==> config.mk <==
export PLATFORM = sky130hd
export DESIGN_NAME = delay_prog_nch
export DESIGN_NICKNAME = d
export VERILOG_FILES = /design/src/rtl/delay_prog_nch.sv
export SDC_FILE = /design/constraint.sdc
export NUM_CORES = 1
export LEC_CHECK = 0
export ABC_AREA = 1
export CAP_MARGIN = 20
export CORE_UTILIZATION = 57
export DETAILED_ROUTE_END_ITERATION = 8
export HOLD_SLACK_MARGIN = 0.08
export PLACE_DENSITY_LB_ADDON = 0.08
export SLEW_MARGIN = 0
export SYNTH_ARGS = -nofsm -noshare
export SYNTH_HDL_FRONTEND = slang
export SYNTH_SLANG_ARGS = --single-unit
==> constraint.sdc <==
create_clock -name clk -period 4.1 [get_ports clk]
set_clock_uncertainty 0.05 [all_clocks]
set_input_delay 0.82 -clock clk [delete_from_list [all_inputs] [get_ports clk]]
set_output_delay 0.82 -clock clk [all_outputs]
set_load 0.02 [all_outputs]
==> src/rtl/delay_prog_nch.sv <==
// delay_prog_nch
//   CH independent two-phase request channels. A level change on inR[i] is
//   accepted when the channel is idle, and is reflected on outR[i] after a
//   runtime-programmable number of clock cycles sampled at acceptance.
//   A level change seen while the channel is busy sets a sticky ovf flag.
//   The changed level is then accepted at the first idle edge if it still
//   differs from the last accepted level.
//
// Ports
//   clk      system clock, rising edge
//   rst      synchronous active-high reset
//   inR      [CH]     two-phase request inputs (synchronous to clk)
//   dly      [CH*DW]  per-channel delay, channel i uses dly[i*DW +: DW]
//   clr_ovf  [CH]     per-channel clear of ovf (a set on the same edge wins)
//   outR     [CH]     delayed two-phase request outputs (registered)
//   busy     [CH]     channel holds an accepted, not yet emitted transition
//   ovf      [CH]     sticky overrun flag
module delay_prog_nch #(
  parameter int CH = 4,
  parameter int DW = 5
) (
  input  logic             clk,
  input  logic             rst,
  input  logic [CH-1:0]    inR,
  input  logic [CH*DW-1:0] dly,
  input  logic [CH-1:0]    clr_ovf,
  output logic [CH-1:0]    outR,
  output logic [CH-1:0]    busy,
  output logic [CH-1:0]    ovf
);

  logic [CH-1:0] lvl_q, lvl_d;     // last accepted inR level per channel
  logic [CH-1:0] outr_q, outr_d;
  logic [CH-1:0] busy_q, busy_d;
  logic [CH-1:0] ovf_q, ovf_d;
  logic [DW-1:0] cnt_q [CH];
  logic [DW-1:0] cnt_d [CH];

  always_comb begin
    lvl_d  = lvl_q;
    outr_d = outr_q;
    busy_d = busy_q;
    ovf_d  = ovf_q;
    for (int i = 0; i < CH; i++) begin
      cnt_d[i] = cnt_q[i];
    end
    for (int i = 0; i < CH; i++) begin
      if (busy_q[i]) begin
        // The completion edge is still a busy edge: no acceptance here.
        if (cnt_q[i] == '0) begin
          outr_d[i] = lvl_q[i];
          busy_d[i] = 1'b0;
        end else begin
          cnt_d[i] = cnt_q[i] - DW'(1);
        end
      end else if (inR[i] != lvl_q[i]) begin
        lvl_d[i] = inR[i];
        if (dly[i*DW +: DW] == '0) begin
          outr_d[i] = inR[i];
        end else begin
          // Loaded with D-1 so the countdown ends at zero without wrapping.
          cnt_d[i]  = dly[i*DW +: DW] - DW'(1);
          busy_d[i] = 1'b1;
        end
      end

      // Set has priority over clear.
      if (busy_q[i] && (inR[i] != lvl_q[i])) begin
        ovf_d[i] = 1'b1;
      end else if (clr_ovf[i]) begin
        ovf_d[i] = 1'b0;
      end
    end
  end

  always_ff @(posedge clk) begin
    if (rst) begin
      lvl_q  <= '0;
      outr_q <= '0;
      busy_q <= '0;
      ovf_q  <= '0;
      for (int i = 0; i < CH; i++) begin
        cnt_q[i] <= '0;
      end
    end else begin
      lvl_q  <= lvl_d;
      outr_q <= outr_d;
      busy_q <= busy_d;
      ovf_q  <= ovf_d;
      for (int i = 0; i < CH; i++) begin
        cnt_q[i] <= cnt_d[i];
      end
    end
  end

  assign outR = outr_q;
  assign busy = busy_q;
  assign ovf  = ovf_q;

endmodule

# Word-level counts from Yosys, hierarchy flattened
# Memories as Yosys holds them, arrays and structs flattened.
# Cells that the tools add are included.
# totals
ramBits	20
input_bits	30
elab_cells	133
mem_count	1
out_inout_bits	12
reg_bits	16
# memory_table
name	words	width	read_ports	rd_clocked_by_memory_dff	wr	line_no	rtl
cnt_q	4	5	4	0	4	36	logic [DW-1:0] cnt_q [CH];
# op_classes
n_addsub	8
n_eq_ne	8
n_reduce_logical	32
n_mux	63
bitwise	8
# op_table
cell	count
2-to-1 mux 5 bit	20
2-to-1 mux 1 bit	43
logical NOT 5 bit	8
subtractor 5 x 1 -> 5 bit, second input constant	8
nonzero test 2 bit	12
AND reduction 3 bit	4
!= test 2 x 1 -> 1 bit, second input constant	4
AND reduction 2 bit	4
logical AND 1 bit	4
!= test 1 bit	4
inverter 1 bit	4
OR 1 bit	4

# Depth between registers and ports, before layout
# depth
depth_word	5
depth_mapped	10
ltp_nobuf	10

# Least setup slack after synthesis
# OpenSTA, ideal clock, no wires.
# synth_timing
path_type	input to register
start	in dly[15]
end	mem cnt_q[3][4]
cell_stages	9
t_arrival_ns	1.563
path_slack_ns	2.378
cell_sequence	inv_1 > nand2_1 > nand2_2 > ha_1 > nand3_1 > o21ai_1 > nand3_1 > nand2_1 > inv_1
# synth_rtl
element	line_no	rtl
start, declared	25	input logic [CH*DW-1:0] dly,
end, declared	36	

# Worst setup path in the final report
# layout_timing
start	reg busy_q[3] (netlist: busy[3])
end	out busy[3]
# layout_rtl
element	line_no	rtl
start, declared	34	logic [CH-1:0] busy_q, busy_d;
start signal, assigned	88	busy_q <= busy_d;
end, declared	28	output logic [CH-1:0] busy,
# No word-level cell between the ends.

==> results.txt <==
----------------------------------------------------
[Run status]
  Outcome ... complete, no violations

[Global routing]
  Congestion Overflow GR ... 0
  Largest net degree at the start of global routing ... 22
  Global-route wire length before repair ... between 8000 and 9000 µm
  Number of global-route vias before repair ... about 2100
  Antenna violations before repair ... 0
  Total global routing track utilization ... 0.2532

[STA]
  RSZ-0062 raised after global routing ... false
  Ratio of final minimum period to clock period ... 0.6267
  Slew at the pin closest to its max-slew limit ... just under 600 ps
  Normalized max-slew margin ... 0.6026
  Upper clock frequency limit ... 389.2 MHz
  Final-report max-slew violation count ... 0
  Minimum hold slack ... between 400 and 500 ps
  Total setup violations reported at the end of the flow ... 0
  Number of hold-slack violations in the final timing report ... 0
  Post-layout minimum cycle time ... approximately 2600 ps
  Post-route setup TNS ... 0 ps

[Pwr]
  Cell Pwr Density ... ~460 nW/µm²
  Switching power share of the total ... 0.4084
  Leakage ... about 0.0016 µW
  Internal Power ... 792.1 µW
  Part of the power in registers ... 0.389
  Switching power ... about 550 µW
  Power share of the clock group ... 0.192
  Maximum vdd drop ... a little under 0.0003 V
  Combinational Power Share ... 0.419

[Drt]
  Highest routed metal layer ... met4
  DRC violations left ... 0
  Number of routed nets with antenna violations ... 0
  Per-cell routed wire length ... a little over 10 µm
  Routed Wire Length ... between 5000 and 6000 µm
  Iter 0 DRT Violations ... approximately 180
  Routed vias/inst ... between 4 and 5
  Length of routed wiring on met1 ... around 2600 µm
  Met2 WL post-DR ... ~2300 µm
  DR pass1 iterations ... 4
  Sum of met3 wire segment lengths after detailed routing ... between 200 and 300 µm
  Vias post-DR ... about 2500

[Worst setup path]
  Buffers plus inverters on the worst setup path ... 1
  Startpoint type of the worst setup path ... flop
  Maximum single-stage delay on the critical path ... 720 ps
  Arrival time at the worst endpoint ... between 1500 and 2000 ps
  CP required ... around 3200 ps
  Critical Path End Type ... output pin
  CP max-delay cell ... sky130_fd_sc_hd__clkdlybuf4s50_1
  Cells along the critical path ... clkdlybuf4s50_1
  Family with the most delay on the worst path ... buffers and inverters
  CP max FO ... 14
  Category of the most critical setup path ... reg -> out

[Clock network]
  Inserted Clock Buffers ... 5
  Clock tree sinks ... 36
  Post-CTS resize count ... 0
  Number of hold-repair buffers added at the cts stage ... 0
  Maximum buffer depth of the clock tree ... 2
  Clock tree from TritonCTS ... built
  Root cell of the clock tree ... sky130_fd_sc_hd__clkbuf_8
  Post-CTS setup repair buffer count ... 0
  Number of levels in the clock H-tree ... 2
  Insertion delay of the later-clocked pin in the worst-skew pair ... ~280 ps
  Clock transition at the register clock pins on the worst setup and hold paths after CTS ... roughly 70 ps

[Finish]
  Design Area, Final ... just under 3000 µm²
  Fraction of final layout cells with drive strength greater than 1 ... 0.07424
  Leading cell type in the layout, fill and taps excluded ... sky130_fd_sc_hd__nand2_1
  Area growth syn-to-layout ... 21.75%
  Post-layout net count ... approximately 490
  Number of antenna cells inserted ... 0
  Most used cells in the layout excluding fill and tap cells ... sky130_fd_sc_hd__nand2_1, sky130_fd_sc_hd__inv_1, sky130_fd_sc_hd__nor2_1

[Die]
  Die height ... between 60 and 70 µm
  Die X ... between 60 and 70 µm
  Initial cell density of the core ... 0.5997
  Count of standard-cell rows ... 23
  Core outline area ... about 4000 µm²
  Boundary Pins ... 42
  DIE AREA ... approximately 4500 µm²

[Yosys]
  Cells after synthesis ... about 420
  Number of register bits inferred by synthesis ... 36
  Fraction of the yosys area taken by sequential cells ... 0.2983
  Net Count, Synth ... 449
  Mean instance size in the synthesized netlist ... between 5 and 6 µm²
  Count of cell types in the netlist ... 24
  Cell Area, Synth ... around 2400 µm²
  Synth warn ... 0

[Flow run]
  Max-cap check violation count ... 0

[Worst hold path]
  Worst hold path type ... reg -> reg

[Place]
  Number of buffer cells added on primary ports ... roughly 40
  Total half-perimeter wirelength after legalization and detailed placement ... roughly 3900 µm
  Final weighted congestion of routability-driven global placement ... between 0.9 and 1
  Placement-stage cell area ... ~2900 µm²

----------------------------------------------------
-- kinds of logic after synthesis --
kind of cell,share of synthesized area
adders and majority gates,0.02072
DFF,0.2983
AOI/OAI and AO/OA,0.06370
and+or+nand+nor,0.4661
buffers and inverters,0.1336
xor gates and xnor gates,0.01761
-- registers in the layout (all words and copies together), names as in the netlist --
register	count
cnt_q	20
busy	4
lvl_q	4
outR	4
ovf	4
-- path summary, 6_finish.rpt --
path | cells after the start | from | slack, ps | to
min | 2 | ovf[3] | 420 | ovf[3]
min reg2reg | 2 | ovf[3] | 420 | ovf[3]
max reg2reg | 10 | busy[3] | 2220 | cnt_q[3][4]
max | 1 | busy[3] | 1530 | busy[3]
-- layout make-up --
class,instances,area [µm²]
multi-input combinational,298,1373
fill,359,1087
sequential,36,720.7
timing repair buffer,42,417.9
inverter,74,277.8
clock buffer,8,90.09
tap,50,62.56
-- power by group through the flow --
stage	clock network (µW)	registers, µW	logic [µW]
after floorplan	0	511	423
after global placement	0	525	545
after detailed placement	0	526	555
after CTS	263	519	562
after global routing	273	533	647
final	258	520	561
-- Yosys cell counts, drive strengths merged --
| library cell | instances | area (µm²) |
|---|---|---|
| nand3 | 42 | 230.2 |
| o21a | 1 | 7.510 |
| buf | 4 | 33.78 |
| nor2 | 52 | 220.2 |
| nand2 | 164 | 650.6 |
| o21ai | 7 | 42.54 |
| dfxtp | 36 | 720.7 |
| clkbuf | 3 | 11.26 |
| xor2 | 4 | 42.55 |
| nand4 | 4 | 25.02 |
| a21oi | 20 | 103.9 |
| ha | 4 | 50.05 |
| inv | 74 | 277.8 |
-- routing by layer --
metal / global-route usage / up-vias
met4: 0.07447 / 0
met1: 0.3361 / 1087
li1: - / 1348
met5: 0 / -
met2: 0.4125 / 64
met3: 0.04795 / 4
-- through the flow --
step                      power [µW]  setup WS (ps)  instances    util
final                           1339           1531        508  0.7301
after global routing            1452           1440        508  0.7301
after CTS                       1344           1535        508  0.7301
after detailed placement        1081           1687        500  0.7078
after global placement          1070           1782        500  0.7078
after floorplan                933.7           2378        415       -
No activity file was read; power rests on OpenSTA's default activity.
